**config.mk**
```make
export PLATFORM = sky130hd
export DESIGN_NAME = energy_step_scheduler
export DESIGN_NICKNAME = d
export VERILOG_FILES = /design/src/rtl/energy_step_scheduler.sv
export SDC_FILE = /design/constraint.sdc
export NUM_CORES = 1
export LEC_CHECK = 0
export ABC_AREA = 1
export CAP_MARGIN = 30
export CORE_MARGIN = 1.5
export CORE_UTILIZATION = 44
export DETAILED_ROUTE_END_ITERATION = 10
export PLACE_DENSITY_LB_ADDON = 0.15
export SETUP_SLACK_MARGIN = 0.02
export SLEW_MARGIN = 20
export SYNTH_ARGS = -nofsm -noshare
export SYNTH_HDL_FRONTEND = slang
export SYNTH_SLANG_ARGS = --single-unit
```
**constraint.sdc**
```tcl
create_clock -name clk_i -period 1.75 [get_ports clk_i]
set_input_delay 0.2625 -clock clk_i [delete_from_list [all_inputs] [get_ports clk_i]]
set_output_delay 0.2625 -clock clk_i [all_outputs]
set_load 0.05 [all_outputs]
```
**src/rtl/energy_step_scheduler.sv**
```systemverilog
// energy_step_scheduler
//   Runs one energy-evaluation pass of the energy datapath. It latches the
//   target, pulses an accumulator clear, then steps the spin index through
//   fetch beats of PARALLELISM spins under a valid/ready handshake. When the
//   datapath reports its result, it pulses done.
// Ports:
//   clk_i, rst_ni            clock, async active-low reset
//   en_i                     enable; low freezes state/index/target
//   abort_i                  sync abort to IDLE, highest priority
//   cfg_valid_i/_last_idx_i  target load (IDLE only), last spin index inclusive
//   start_i/start_ready_o    start handshake
//   acc_clear_o              one-cycle accumulator clear
//   fetch_valid_o/ready_i    fetch beat handshake
//   fetch_idx_o/fetch_last_o first spin index of beat / final beat flag
//   acc_done_i               datapath result valid pulse
//   busy_o, done_o, err_o    status, pass-complete pulse, sticky protocol error
module energy_step_scheduler #(
  parameter int unsigned COUNTER_BITWIDTH = 8,
  parameter int unsigned PARALLELISM      = 4
) (
  input  logic                        clk_i,
  input  logic                        rst_ni,
  input  logic                        en_i,
  input  logic                        abort_i,
  input  logic                        cfg_valid_i,
  input  logic [COUNTER_BITWIDTH-1:0] cfg_last_idx_i,
  input  logic                        start_i,
  output logic                        start_ready_o,
  output logic                        acc_clear_o,
  output logic                        fetch_valid_o,
  input  logic                        fetch_ready_i,
  output logic [COUNTER_BITWIDTH-1:0] fetch_idx_o,
  output logic                        fetch_last_o,
  input  logic                        acc_done_i,
  output logic                        busy_o,
  output logic                        done_o,
  output logic                        err_o
);

  localparam int unsigned WX = COUNTER_BITWIDTH + 1;

  typedef enum logic [2:0] {IDLE, CLEAR, FETCH, DRAIN, DONE} state_t;

  state_t                      state, state_next;
  logic [COUNTER_BITWIDTH-1:0] index, index_next;
  logic [COUNTER_BITWIDTH-1:0] target;
  logic                        err;
  logic                        handshake;
  logic                        last;

  assign start_ready_o = en_i && (state == IDLE);
  assign handshake     = start_i && start_ready_o;

  // One extra bit so index + PARALLELISM cannot wrap below the target.
  assign last = ({1'b0, index} + WX'(PARALLELISM)) > {1'b0, target};

  assign fetch_idx_o  = index;
  assign fetch_last_o = (state == FETCH) && last;
  assign busy_o       = (state != IDLE);
  assign err_o        = err;

  always_comb begin
    state_next    = state;
    index_next    = index;
    acc_clear_o   = 1'b0;
    fetch_valid_o = 1'b0;
    done_o        = 1'b0;
    case (state)
      IDLE: begin
        if (handshake) begin
          state_next = CLEAR;
          index_next = '0;
        end
      end
      CLEAR: begin
        acc_clear_o = en_i;
        if (en_i) state_next = FETCH;
      end
      FETCH: begin
        fetch_valid_o = en_i;
        if (en_i && fetch_ready_i) begin
          if (last) state_next = DRAIN;
          else      index_next = index + COUNTER_BITWIDTH'(PARALLELISM);
        end
      end
      DRAIN: begin
        if (en_i && acc_done_i) state_next = DONE;
      end
      DONE: begin
        done_o = en_i;
        if (en_i) state_next = IDLE;
      end
      default: state_next = IDLE;
    endcase
    if (abort_i) begin
      state_next = IDLE;
      index_next = '0;
    end
  end

  always_ff @(posedge clk_i or negedge rst_ni) begin
    if (!rst_ni) begin
      state  <= IDLE;
      index  <= '0;
      target <= '1;
      err    <= 1'b0;
    end else begin
      state <= state_next;
      index <= index_next;
      if (cfg_valid_i && en_i && (state == IDLE))
        target <= cfg_last_idx_i;
      if (abort_i || handshake)
        err <= 1'b0;
      else if (acc_done_i && ((state == IDLE) || (state == CLEAR) || (state == FETCH)))
        err <= 1'b1;
    end
  end

endmodule
```
# == After elaboration in Yosys (flattened, before gate mapping) ==
# Cells that the tools add are included.
# W data, S select, Z words.
# totals
regBits,20
output_inout_bits,15
in_bits,16
# op_classes
reduce_logical,17
addsub,2
n_mux,18
n_lt_le_gt_ge,1
eq_ne,11
# ops
cell,n
$mux W8,4
$mux W3,7
$ne A3 B3 Y1 const B,7
$pmux W8 S2,1
$pmux W3 S5,1
$add A8 B3 Y9 const B,1
$gt A9 B8 Y1,1
$add A8 B3 Y8 const B,1
$logic_and A1 B1 Y1,8
$eq A3 B2 Y1 const B,2
$reduce_and A6 Y1,1
$reduce_bool A3 Y1,2
$mux W1,5
$reduce_and A4 Y1,1
$eq A3 B1 Y1 const B,1
$eq A3 B3 Y1 const B,1
$logic_not A3 Y1,1
$logic_or A1 B1 Y1,3
$reduce_bool A2 Y1,1

# == Longest topological paths before layout ==
# depth
ltp_word,6
ltp_mapped,16
mapped_depth_nobuf,16

# == Worst setup path after synthesis ==
# No wires, ideal clock.
# synth_timing
path_kind,register to output
start,"reg index[4], in the netlist fetch_idx_o[4]"
end,out fetch_last_o
setup_slack_ns,-0.743
t_arrival_ns,2.231
stages_incl_launch_ff,12
path_buffers,0
path_cell_list,dfrtp_1 -> nand3_1 -> nand3b_1 -> xor2_1 -> inv_1 -> ha_1 -> nand2_1 -> nor2_1 -> nand2_1 -> nand2_1 -> nand3_2 -> inv_1
# synth_between
elab_chain_cells,3
# synth_lines
element,line,rtl
start: declaration,45,"logic [COUNTER_BITWIDTH-1:0] index, index_next;"
start signal: assignment,109,index <= index_next;
$add A8 B3 Y9,55,"assign last = ({1'b0, index} + WX'(PARALLELISM)) > {1'b0, target};"
$gt A9 B8 Y1,55,
$logic_and A1 B1 Y1,58,assign fetch_last_o = (state == FETCH) && last;
end: declaration,33,"output logic fetch_last_o,"
# Every way passes these cells.

# == Worst setup path after layout ==
# layout_timing
start,"reg index[2], in the netlist fetch_idx_o[2]"
end,out fetch_last_o
# Same word-level chain as after synthesis.

==> run summary <==
number of nets in the final layout -> 234
internal reg-to-reg setup slack -> -0.58 ns
Num CTS Buffers -> 3
sequential area share after synthesis -> 36.5%
most used cells in the layout excluding fill and tap cells -> sky130_fd_sc_hd__nand2_1, sky130_fd_sc_hd__buf_4, sky130_fd_sc_hd__inv_1, sky130_fd_sc_hd__clkdlybuf4s50_1, sky130_fd_sc_hd__nor2_1
count of yosys warnings during synthesis -> 0
Max FO, Critical Path -> 3
area leader, netlist -> sky130_fd_sc_hd__dfrtp_1
maximum number of pins on one net before global-route repair -> 19
Internal -> 1.26 mW
number of maximum-capacitance violations -> 0
run status -> finished with violations
number of unique standard cell types used by synthesis -> 30
standard-cell row count -> 19
final-report setup violation count -> 10
post-layout power -> 2.18 mW
DRC violations left -> 0
number of endpoints with negative hold slack in the final report -> 0
overall die width -> 56.6 um
average vias per placed instance -> 4.87
Port-buffer cells -> 28
Initial Util -> 46.2%
initial antenna violation count -> 0
count of cells along the worst register-to-register path -> 17
portion of the clock cycle consumed by the worst path in the final layout -> 142%
end-of-flow core utilization -> 69.5%
number of filler cells placed in the layout -> 213
total routing resource utilization after global routing -> 18.6%
synthesized area per cell -> 7.94 sq um
share of power burned in the clock network -> 10.2%
number of max-slew violations in the final report -> 0
weighted congestion reported at the end of routability-driven placement -> 0.761
CTS tree -> yes
areal power density over the cells -> 1150 mW/mm^2
Crit path arrival time -> 2.22 ns
global-route wire length before repair -> 4830 um
Die ar. -> 0.00320 sq mm
most common cell after layout, fill and taps aside -> sky130_fd_sc_hd__nand2_1
die extent in y -> 56.6 um
diodes inserted -> 0
power spent charging and discharging nets -> 923 uW
area share of the leading cell type in the synthesized netlist -> 19.8%
violated checks -> setup timing
wire per inst -> 11.8 um
CTS H-tree depth -> 1
IR Drop Worst-Case VDD -> 976 uV
synth-to-layout area growth -> 50.5%
crit path launch type -> flop
total wire length after detailed routing -> 2850 um
Peak Freq -> 0.402 GHz
Worst Setup Slack, final -> -0.734 ns
number of sinks handled by clock tree synthesis -> 18
share of power burned in registers -> 31.2%
critical register-to-register path endpoint -> fetch_idx_o[6]
number of enable flip-flop cells after synthesis -> 0
fraction of final layout cells with drive strength greater than 1 -> 45.2%
class of the tightest hold or removal check -> in -> async
clock-pin transition on the worst setup and hold timing paths -> 0.11 ns
first-pass detailed-route iteration total -> 4
Combinational Power Share -> 58.6%
cell types with the largest area share after synthesis -> sky130_fd_sc_hd__dfrtp_1, sky130_fd_sc_hd__dfstp_2, sky130_fd_sc_hd__nand2_1
worst clock skew -> 0.00566 ns
Hold WS -> 0.290 ns
register bit count reported by yosys -> 18
RSZ-0062 raised after global routing -> yes
synthesized area -> 0.00126 sq mm
Max Root-Sink Buffers -> 2
proportion of total power due to net switching -> 42.3%
HPWL Detailed -> 2100 um
placeable core region -> 0.00273 sq mm
R2R Path Start -> fetch_idx_o[2]
post-layout minimum cycle time -> 2.48 ns
clk root buf -> sky130_fd_sc_hd__clkbuf_4
required arrival time at the worst endpoint -> 1.49 ns
top_reg_cell synth -> sky130_fd_sc_hd__dfrtp_1
Routed Antenna Nets -> 0
leakage power -> 0.918 nW
number of vias in the routed layout -> 1,173
grt total ovfl -> 0
ys async rst share -> 100%
Iter 0 DRT Violations -> 39
number of global-route vias before repair -> 1,168
Worst-Skew Late Latency -> 0.29 ns
Setup CP Type -> reg -> out
CP endpoint kind -> output port
number of placed I/O pins -> 31
gate count after technology mapping -> 159
flip-flops by register name, indices dropped and copies added, names as in the netlist:
| register | cells |
|---|---|
| target | 8 |
| fetch_idx_o | 6 |
| state | 3 |
| err_o | 1 |
power groups by stage:
stage | combinational, mW | sequential, mW | clock [mW]
2_1_floorplan | 0.679 | 0.701 | 0
3_3_place_gp | 1.13 | 0.674 | 0
3_5_place_dp | 1.15 | 0.683 | 0
4_1_cts | 1.19 | 0.679 | 0.237
5_1_grt | 1.39 | 0.698 | 0.243
6_report | 1.28 | 0.681 | 0.223
through the flow:
step	instance area [sq um]	TNS, ns	worst slack [ns]	cells
floorplan	1290	-3.80	-0.479	160
global placement	1750	-3.19	-0.392	231
detailed placement	1750	-3.22	-0.391	231
CTS	1830	-4.69	-0.746	238
global route	1900	-6.61	-0.843	241
finish	1900	-5.29	-0.734	241
how the worst max path moves through the flow:
stage                    from      endpoint  slack [ns]
2_1_floorplan  fetch_idx_o[2]  fetch_last_o       -0.48
3_5_place_dp   fetch_idx_o[2]  fetch_last_o       -0.39
6_report       fetch_idx_o[2]  fetch_last_o       -0.73
5_1_grt        fetch_idx_o[2]  fetch_last_o       -0.84
3_3_place_gp   fetch_idx_o[3]  fetch_last_o       -0.39
4_1_cts        fetch_idx_o[2]  fetch_last_o       -0.75
area by class of cell:
cell class	instances	area, sq um	share of cell area (%)
clock buffer	4	26.3	1.38
inverter	25	97.6	5.13
multi-input combinational	114	777	40.9
sequential	18	468	24.6
tap	31	38.8	2.04
timing repair buffer	49	493	25.9
metal layers:
| layer | share of wire, % | global-route usage [%] | up-vias |
|---|---|---|---|
| met5 | 0 | 0 | - |
| met4 | 1.2 | 5.44 | 0 |
| met3 | 4.3 | 3.00 | 4 |
| met2 | 52 | 34.2 | 29 |
| met1 | 43 | 21.8 | 539 |
| li1 | - | - | 601 |
critical path, stage by stage (launching register included):
cell,delay [ns]
sky130_fd_sc_hd__dfrtp_2,0.43
sky130_fd_sc_hd__nand3_2,0.09
sky130_fd_sc_hd__nand3b_1,0.17
sky130_fd_sc_hd__xor2_1,0.21
sky130_fd_sc_hd__inv_1,0.11
sky130_fd_sc_hd__ha_4,0.29
sky130_fd_sc_hd__nand2_2,0.05
sky130_fd_sc_hd__nor2_2,0.07
sky130_fd_sc_hd__nand3b_1,0.14
sky130_fd_sc_hd__nand3_4,0.11
sky130_fd_sc_hd__clkinvlp_4,0.10
sky130_fd_sc_hd__buf_12,0.15
kinds of logic (layout without fill, tap and decap cells):
| group | count (synthesis) | after routing | synth area share [%] |
|---|---|---|---|
| other | 1 | 2 | 0.297 |
| buffers and inverters | 28 | 78 | 9.51 |
| muxes | 2 | 2 | 2.38 |
| xor gates and xnor gates | 4 | 4 | 2.78 |
| AOI/OAI and AO/OA | 15 | 15 | 8.33 |
| adders and majority gates | 7 | 7 | 6.94 |
| DFF | 18 | 18 | 36.5 |
| and+or+nand+nor | 84 | 84 | 33.3 |
timing repair:
item | CTS | global route
hold buffers | 0 | 0
buffers inserted | 3 | 3
hold endpoints to repair | 0 | 0
resized for setup | 6 | 11
pin swaps | 8 | 6
endpoints found under the setup margin | 11 | 12
cells in the mapped netlist (all sizes together) (3+ instances only):
cell type	number
a21oi	9
o21ai	3
buf	3
xor2	3
inv	25
nand3	10
ha	7
nor2	25
dfstp	8
dfrtp	10
nand2	44
No activity file was read; power rests on OpenSTA's default activity.
